### src/rtl/mac_seq_ctrl_if.sv
// mac_seq_ctrl_if
// Operand / mux-select link between the MAC job sequencer and the MAC
// datapath unit. The sequencer is the master (drives operands and selects),
// the datapath is the slave (returns its accumulator value).
//
// Signals:
//   mac_in_1      8   datapath in_1
//   mac_in_2      8   datapath in_2
//   mac_in_add    8   datapath in_add
//   mac_mul_sel   1   datapath mul_input_mux (1 = feedback)
//   mac_add_sel   1   datapath adder_input_mux (1 = feedback)
//   mac_mode      1   datapath mode
//   mac_result_in 17  datapath mac_output (accumulator)
interface mac_seq_ctrl_if;
    logic [7:0]  mac_in_1;
    logic [7:0]  mac_in_2;
    logic [7:0]  mac_in_add;
    logic        mac_mul_sel;
    logic        mac_add_sel;
    logic        mac_mode;
    logic [16:0] mac_result_in;

    modport master (
        output mac_in_1,
        output mac_in_2,
        output mac_in_add,
        output mac_mul_sel,
        output mac_add_sel,
        output mac_mode,
        input  mac_result_in
    );

    modport slave (
        input  mac_in_1,
        input  mac_in_2,
        input  mac_in_add,
        input  mac_mul_sel,
        input  mac_add_sel,
        input  mac_mode,
        output mac_result_in
    );
endinterface

### src/rtl/mac_seq_ctrl.sv
// mac_seq_ctrl
// Job sequencer for the MAC datapath. The host fills an operand buffer of
// DEPTH (A,B) pairs, then pulses start. One term is issued every 2 cycles to
// match the datapath's 2-cycle feedback latency; after the last term the
// accumulator is captured into result and done pulses for one cycle.
// Mode 0 = sum of products, mode 1 = Horner polynomial evaluation.
//
// Ports:
//   clk, reset           clock, asynchronous active-high reset
//   start                job request (sampled only when idle)
//   mode, len_m1, x_val  job parameters, latched when start is accepted
//   op_wr_en/addr/a/b    operand buffer write port (ignored while busy)
//   mac                  master side of the datapath link (mac_seq_ctrl_if)
//   busy                 job in progress
//   done                 one-cycle pulse when result updates
//   result               captured accumulator, held until next done
//   result_valid         set by done, cleared by next accepted start
module mac_seq_ctrl #(
    parameter int DEPTH = 8,
    parameter int AW    = 3
) (
    input  logic            clk,
    input  logic            reset,
    input  logic            start,
    input  logic            mode,
    input  logic [AW-1:0]   len_m1,
    input  logic [7:0]      x_val,
    input  logic            op_wr_en,
    input  logic [AW-1:0]   op_wr_addr,
    input  logic [7:0]      op_wr_a,
    input  logic [7:0]      op_wr_b,
    mac_seq_ctrl_if.master  mac,
    output logic            busy,
    output logic            done,
    output logic [16:0]     result,
    output logic            result_valid
);

    typedef enum logic [1:0] {
        ST_IDLE    = 2'd0,
        ST_ISSUE   = 2'd1,
        ST_WAIT    = 2'd2,
        ST_CAPTURE = 2'd3
    } state_t;

    state_t        state_r;
    state_t        state_n;
    logic [AW-1:0] k_r;
    logic [AW-1:0] k_n;
    logic [AW-1:0] len_r;
    logic [7:0]    x_r;
    logic          mode_r;

    logic [7:0]    buf_a_r [DEPTH];
    logic [7:0]    buf_b_r [DEPTH];

    logic          busy_r;
    logic          done_r;
    logic [16:0]   result_r;
    logic          valid_r;

    logic [7:0]    in_1_r;
    logic [7:0]    in_2_r;
    logic [7:0]    in_add_r;
    logic          mul_sel_r;
    logic          add_sel_r;

    logic [7:0]    in_1_n;
    logic [7:0]    in_2_n;
    logic [7:0]    in_add_n;
    logic          mul_sel_n;
    logic          add_sel_n;

    logic          wr_ok_s;
    logic          job_mode_s;
    logic [7:0]    job_x_s;
    logic [7:0]    rd_a_s;
    logic [7:0]    rd_b_s;

    assign wr_ok_s = op_wr_en && !busy_r;

    // Operand buffer write port; frozen for the whole job.
    always_ff @(posedge clk) begin
        if (wr_ok_s) begin
            buf_a_r[op_wr_addr] <= op_wr_a;
            buf_b_r[op_wr_addr] <= op_wr_b;
        end
    end

    // Next-state, term index and next datapath drive values.
    always_comb begin
        state_n   = state_r;
        k_n       = k_r;
        in_1_n    = 8'd0;
        in_2_n    = 8'd0;
        in_add_n  = 8'd0;
        mul_sel_n = 1'b0;
        add_sel_n = 1'b0;

        case (state_r)
            ST_IDLE: begin
                if (start) begin
                    state_n = ST_ISSUE;
                    k_n     = {AW{1'b0}};
                end else begin
                    state_n = ST_IDLE;
                end
            end
            ST_ISSUE: begin
                state_n = ST_WAIT;
            end
            ST_WAIT: begin
                if (k_r == len_r) begin
                    state_n = ST_CAPTURE;
                end else begin
                    state_n = ST_ISSUE;
                    k_n     = k_r + AW'(1);
                end
            end
            ST_CAPTURE: begin
                state_n = ST_IDLE;
            end
            default: begin
                state_n = ST_IDLE;
            end
        endcase

        // The datapath drive is registered, so it is computed for the state
        // being entered. On the start edge the job parameters are not latched
        // yet, so they come straight from the ports.
        if (state_r == ST_IDLE) begin
            job_mode_s = mode;
            job_x_s    = x_val;
        end else begin
            job_mode_s = mode_r;
            job_x_s    = x_r;
        end

        // A buffer write on the start edge must reach term 0 of that job.
        if (wr_ok_s && (op_wr_addr == k_n)) begin
            rd_a_s = op_wr_a;
            rd_b_s = op_wr_b;
        end else begin
            rd_a_s = buf_a_r[k_n];
            rd_b_s = buf_b_r[k_n];
        end

        if (state_n == ST_ISSUE) begin
            if (job_mode_s == 1'b0) begin
                // Sum of products: first term seeds the accumulator.
                in_1_n    = rd_a_s;
                in_2_n    = rd_b_s;
                add_sel_n = (k_n != {AW{1'b0}});
            end else begin
                // Horner: acc = acc * x + A[k]; first term multiplies zero.
                in_2_n    = job_x_s;
                in_add_n  = rd_a_s;
                mul_sel_n = (k_n != {AW{1'b0}});
            end
        end else begin
            in_1_n    = 8'd0;
            in_2_n    = 8'd0;
            in_add_n  = 8'd0;
            mul_sel_n = 1'b0;
            add_sel_n = 1'b0;
        end
    end

    // State, job parameters, datapath drive and host-facing status registers.
    always_ff @(posedge clk or posedge reset) begin
        if (reset) begin
            state_r   <= ST_IDLE;
            k_r       <= {AW{1'b0}};
            len_r     <= {AW{1'b0}};
            x_r       <= 8'd0;
            mode_r    <= 1'b0;
            busy_r    <= 1'b0;
            done_r    <= 1'b0;
            result_r  <= 17'd0;
            valid_r   <= 1'b0;
            in_1_r    <= 8'd0;
            in_2_r    <= 8'd0;
            in_add_r  <= 8'd0;
            mul_sel_r <= 1'b0;
            add_sel_r <= 1'b0;
        end else begin
            state_r   <= state_n;
            k_r       <= k_n;
            busy_r    <= (state_n != ST_IDLE);
            done_r    <= (state_r == ST_CAPTURE);
            in_1_r    <= in_1_n;
            in_2_r    <= in_2_n;
            in_add_r  <= in_add_n;
            mul_sel_r <= mul_sel_n;
            add_sel_r <= add_sel_n;
            if ((state_r == ST_IDLE) && start) begin
                mode_r  <= mode;
                len_r   <= len_m1;
                x_r     <= x_val;
                valid_r <= 1'b0;
            end
            if (state_r == ST_CAPTURE) begin
                result_r <= mac.mac_result_in;
                valid_r  <= 1'b1;
            end
        end
    end

    assign mac.mac_in_1    = in_1_r;
    assign mac.mac_in_2    = in_2_r;
    assign mac.mac_in_add  = in_add_r;
    assign mac.mac_mul_sel = mul_sel_r;
    assign mac.mac_add_sel = add_sel_r;
    assign mac.mac_mode    = mode_r;

    assign busy         = busy_r;
    assign done         = done_r;
    assign result       = result_r;
    assign result_valid = valid_r;

endmodule
### src/flat_wrapper.sv
// flat-port wrapper written by rule: the top's interface ports become plain ports
module mac_seq_ctrl_flat 
#(
    parameter int DEPTH = 8,
    parameter int AW    = 3
)
  (clk, reset, start, mode, len_m1, x_val, op_wr_en, op_wr_addr, op_wr_a, op_wr_b, busy, done, result, result_valid, mac_mac_in_1, mac_mac_in_2, mac_mac_in_add, mac_mac_mul_sel, mac_mac_add_sel, mac_mac_mode, mac_mac_result_in);
  mac_seq_ctrl_if mac_i ();
  input  logic clk;
  input  logic reset;
  input  logic start;
  input  logic mode;
  input  logic [AW-1:0] len_m1;
  input  logic [7:0] x_val;
  input  logic op_wr_en;
  input  logic [AW-1:0] op_wr_addr;
  input  logic [7:0] op_wr_a;
  input  logic [7:0] op_wr_b;
  output logic busy;
  output logic done;
  output logic [16:0] result;
  output logic result_valid;
  output wire logic [$bits(mac_i.mac_in_1)-1:0] mac_mac_in_1;
  output wire logic [$bits(mac_i.mac_in_2)-1:0] mac_mac_in_2;
  output wire logic [$bits(mac_i.mac_in_add)-1:0] mac_mac_in_add;
  output wire logic [$bits(mac_i.mac_mul_sel)-1:0] mac_mac_mul_sel;
  output wire logic [$bits(mac_i.mac_add_sel)-1:0] mac_mac_add_sel;
  output wire logic [$bits(mac_i.mac_mode)-1:0] mac_mac_mode;
  input wire logic [$bits(mac_i.mac_result_in)-1:0] mac_mac_result_in;
  assign mac_mac_in_1 = mac_i.mac_in_1;
  assign mac_mac_in_2 = mac_i.mac_in_2;
  assign mac_mac_in_add = mac_i.mac_in_add;
  assign mac_mac_mul_sel = mac_i.mac_mul_sel;
  assign mac_mac_add_sel = mac_i.mac_add_sel;
  assign mac_mac_mode = mac_i.mac_mode;
  assign mac_i.mac_result_in = mac_mac_result_in;
  mac_seq_ctrl #(.DEPTH(DEPTH), .AW(AW)) u_core (.clk(clk), .reset(reset), .start(start), .mode(mode), .len_m1(len_m1), .x_val(x_val), .op_wr_en(op_wr_en), .op_wr_addr(op_wr_addr), .op_wr_a(op_wr_a), .op_wr_b(op_wr_b), .mac(mac_i), .busy(busy), .done(done), .result(result), .result_valid(result_valid));
endmodule
### config.mk
export PLATFORM = sky130hd
export DESIGN_NAME = mac_seq_ctrl_flat
export DESIGN_NICKNAME = d
export VERILOG_FILES = /design/src/rtl/mac_seq_ctrl_if.sv /design/src/rtl/mac_seq_ctrl.sv /design/src/flat_wrapper.sv
export SDC_FILE = /design/constraint.sdc
export NUM_CORES = 1
export LEC_CHECK = 0
export ABC_AREA = 1
export ABC_CLOCK_PERIOD_IN_PS = 1850
export BUFFER_PORTS_ARGS = -buffer_cell sky130_fd_sc_hd__buf_2
export CELL_PAD_IN_SITES_DETAIL_PLACEMENT = 1
export CELL_PAD_IN_SITES_GLOBAL_PLACEMENT = 2
export CORE_ASPECT_RATIO = 0.5
export CORE_MARGIN = 2
export CORE_UTILIZATION = 34
export CTS_CLUSTER_DIAMETER = 80
export DETAILED_ROUTE_END_ITERATION = 10
export GPL_TIMING_DRIVEN = 0
export PLACE_DENSITY = 0.83
export SETUP_SLACK_MARGIN = 0.2
export SLEW_MARGIN = 20
export SYNTH_ARGS = -nofsm -noshare
export SYNTH_HDL_FRONTEND = slang
export SYNTH_SLANG_ARGS = --single-unit
export TNS_END_PERCENT = 20
### constraint.sdc
create_clock -name clk -period 1.85 [get_ports clk]
set_input_delay 0.185 -clock clk [delete_from_list [all_inputs] [get_ports clk]]
set_output_delay 0.185 -clock clk [all_outputs]
set_load 0.01 [all_outputs]
==> metrics.md <==
| Metric | Value |
|---|---|
| Status | complete, but fails checks |
| Failing checks | negative setup slack |
| CP Launch Point | u_core.state_r[1] |
| Sequential Area | roughly 5400 µm² |
| Global-route wire length before repair | 39200 µm |
| Share of layout cells above drive strength 1 | a little over a third |
| Post-synth EDFFs | between 100 and 150 |
| Fraction of the cycle the final worst path needs | 111% |
| Final Max Tran Viols | 0 |
| Worst EP required | 2.17 ns |
| IO Count | approximately 100 |
| Syn Area/Cell | 11.1 µm² |
| Clk_lat worst skew | ~0.45 ns |
| DIE WIDTH | around 220 µm |
| Area grow syn2layout | 35.6% |
| Setup TNS | -3.50 ns |
| Non-filler cells, final | between 1000 and 1500 |
| Mapped Cells | ~700 |
| WP data arrival | about 2.4 ns |
| Fin crit period | slightly above 2 ns |
| Critical Path Fanout Max | 5 |
| Critical path startpoint category | flop |
| Top cells by area, synth | edfxtp_1, dfrtp_1, nand3_1 |
| Total power | between 15 and 20 mW |
| Crit path to | u_core.mac.mac_in_1[5] |
| Fill count | around 2400 |
| Distinct cells, synth | 27 |
| Die Y | about 110 µm |
| Critical path depth in cells | 11 |
| Max cap viols | 0 |
| Slowest cell on the critical path | dfrtp_1 |
| GRT Overall Usage | a little over a fifth |
| Total die area | 24700 µm² |
| Worst r2r src | u_core.state_r[1] |
| Share of the synthesized area in the top cell type | between 40% and 50% |
| Yosys reg bits | 191 |
| Initial Utilization | 34.8% |
| WS Path Type | flop to flop |
| Clk sink count | around 190 |
| Worst stage delay on the critical path | around 0.37 ns |
| Largest net degree at the start of global routing | 52 |
| Root buffer cell | clkbuf_16 |
| Cell area after synthesis | around 8000 µm² |
| Port Buffers | 98 |
| Ys async rst share | approximately a third |
| Buffers & Inverters on Critical Path | 3 |
| Total placed cells including tap cells | between 1000 and 1500 |
| CTS Buf Count | 17 |
| Slew margin rel. | 69.1% |
| Clock Pin Slew Worst Setup and Hold Paths | about 0.070 ns |
| Dpl hpwl | around 16000 µm |
| Commonest non-fill, non-tap cell in the layout | nand2_1 |
| Vias in the first global route | approximately 6600 |
| Flop2flop setup slack | -0.20 ns |
| Site row count | 39 |
| Crit-path cells | inv_2, buf_6, nor2_4, nand4_1, nand4_1, nand2_1, nor2_4, buf_6, nand3b_1, nand2_2, nor2_1 |
| DRC viols | 0 |
| Syn_nets | between 700 and 800 |
| Worst reg2reg endpoint | u_core.mac.mac_in_1[5] |
| Multi-input gate area | 2700 µm² |
| Tightest Pin Transition | 0.463 ns |
| Worst Reg-to-Reg Cells | 11 |
| Final WL | about 25000 µm |
| Via count | roughly 6200 |
| Design Area, Final | 10800 µm² |
| Antenna violations before repair | 1 |
| Min-delay worst type | input pin to flop |
| Ys Warns | 0 |
| Remaining global-route overflow | 0 |
| Fin Clk Skew | between 0.01 and 0.015 ns |
| Fmax | approximately 490 MHz |
| Pwr dens | around 1700 nW/µm² |
| Crit-path leading delay family | simple AND/OR/NAND/NOR gates |
| Antenna viol nets, final | 0 |
| Critical path capture point type | flop |
| Ys flop type | edfxtp_1 |
| Post-layout nets | 951 |
| Clock buffer depth | 2 |
| Sequential element share of the synthesized area | between 60% and 70% |
| Post-route worst setup slack | -0.205 ns |
| Final Wtd Congestion | 0.789 |
| Commonest non-fill, non-tap cells in the layout | nand2_1, nand3_1, edfxtp_1 |
| Hold Fails Final Rpt | 0 |
| Dominant cell type by area after synthesis | edfxtp_1 |
| Max rail drop VDD | between 600 and 700 µV |
| CTS tree | done |
| Pre-antenna DRT Iters | 6 |
| RSZ-0062 raised after global routing | true |
| Core area | ~23000 µm² |
| Leakage power total | ~4.6 nW |
| Vias per inst | about 5.1 |
| H-Tree Level Count | 4 |
| DRT iter0 DRCs | 470 |
| Drt wl/cell | around 21 µm |
| Final setup viols | 24 |
| Placement Cell Area | between 8000 and 9000 µm² |
==> metal layers <==
metal	track usage [%]	wire, µm	vias to the layer above
met5	0	0	-
met4	6.44	425	0
met3	4.77	1310	24
met2	35.6	12700	168
met1	28.1	11000	3151
li1	-	-	2854
==> metrics by stage <==
step / hold slack (ns) / util, % / setup slack (ns)
5_1_grt: 0.0229 / 47.1 / -0.299
2_1_floorplan: 0.284 / - / 0.0477
4_1_cts: 0.00685 / 46.2 / -0.195
3_3_place_gp: 0.378 / 38.6 / -0.796
6_report: 0.0185 / 47.1 / -0.205
3_5_place_dp: 0.118 / 39.2 / -0.537
==> where the power goes <==
group	switching, mW	total [mW]	internal [mW]
Sequential	0.338	5.63	5.30
Clock	1.65	3.64	1.99
Combinational	5.72	9.39	3.66
==> timing repair <==
action / in CTS / in global routing
setup buffers: 29 / 2
pin swaps: 38 / 34
hold buffers: 21 / 0
resized for setup: 144 / 50
hold endpoints to repair: 83 / 0
endpoints found under the setup margin: 162 / 95
cloned: 2 / 0
==> worst min-delay path by stage <==
| stage | startpoint | cells after the start | to |
|---|---|---|---|
| after global placement | mac_mac_result_in[12] | 3 | u_core.result[12] |
| final | x_val[0] | 3 | u_core.x_r[0] |
| after floorplan | op_wr_a[0] | 0 | u_core.buf_a_r[0][0] |
| after detailed placement | reset | 2 | u_core.result[3] |
| after global routing | x_val[7] | 3 | u_core.x_r[7] |
| after CTS | x_val[0] | 3 | u_core.x_r[0] |
==> state kept, by name, summed over array words and instances (netlist names), 2 cells and up <==
register               cells
u_core.buf_a_r            64
u_core.buf_b_r            64
u_core.x_r                 8
u_core.mac.mac_in_add      8
u_core.state_r             2
u_core.result             17
u_core.k_r                 3
u_core.mac.mac_in_2        8
u_core.mac.mac_in_1        8
u_core.len_r               3
==> cell families after synthesis <==
group / Yosys count / synth area share (%)
AND/OR/NAND/NOR: 431 / 25.2
flip-flops: 191 / 68.1
buffers and inverters: 71 / 4.59
AO/OA/AOI/OAI: 23 / 1.78
XOR/XNOR: 1 / 0.110
adder cells (fa/ha/maj): 1 / 0.157
==> worst min-delay path, stage by stage <==
cell     delay, ns
buf_2         0.09
inv_1         0.05
o21ai_0       0.08
==> cells in the mapped netlist, types with 3 or more instances <==
| cell | n |
|---|---|
| dfrtp_1 | 63 |
| edfxtp_1 | 128 |
| buf_6 | 6 |
| o211ai_1 | 8 |
| buf_2 | 16 |
| nor2_1 | 30 |
| nand3b_1 | 16 |
| o21ai_0 | 13 |
| nand3_2 | 4 |
| inv_1 | 26 |
| nand2_1 | 178 |
| inv_2 | 5 |
| clkinv_1 | 3 |
| nand3_1 | 185 |
| nand2_2 | 9 |
| buf_4 | 9 |
| clkbuf_1 | 6 |
==> cell type report <==
| cell class | count | share of cell area, % |
|---|---|---|
| Sequential cell | 191 | 50.3 |
| Multi-Input combinational cell | 456 | 25.0 |
| Timing Repair Buffer | 161 | 10.4 |
| Clock buffer | 18 | 3.98 |
| Buffer | 37 | 3.93 |
| Tap cell | 307 | 3.56 |
| Inverter | 34 | 1.47 |
| Clock inverter | 13 | 1.29 |
| Antenna cell | 1 | 0.0232 |
Power figures use the tool's default switching activity.
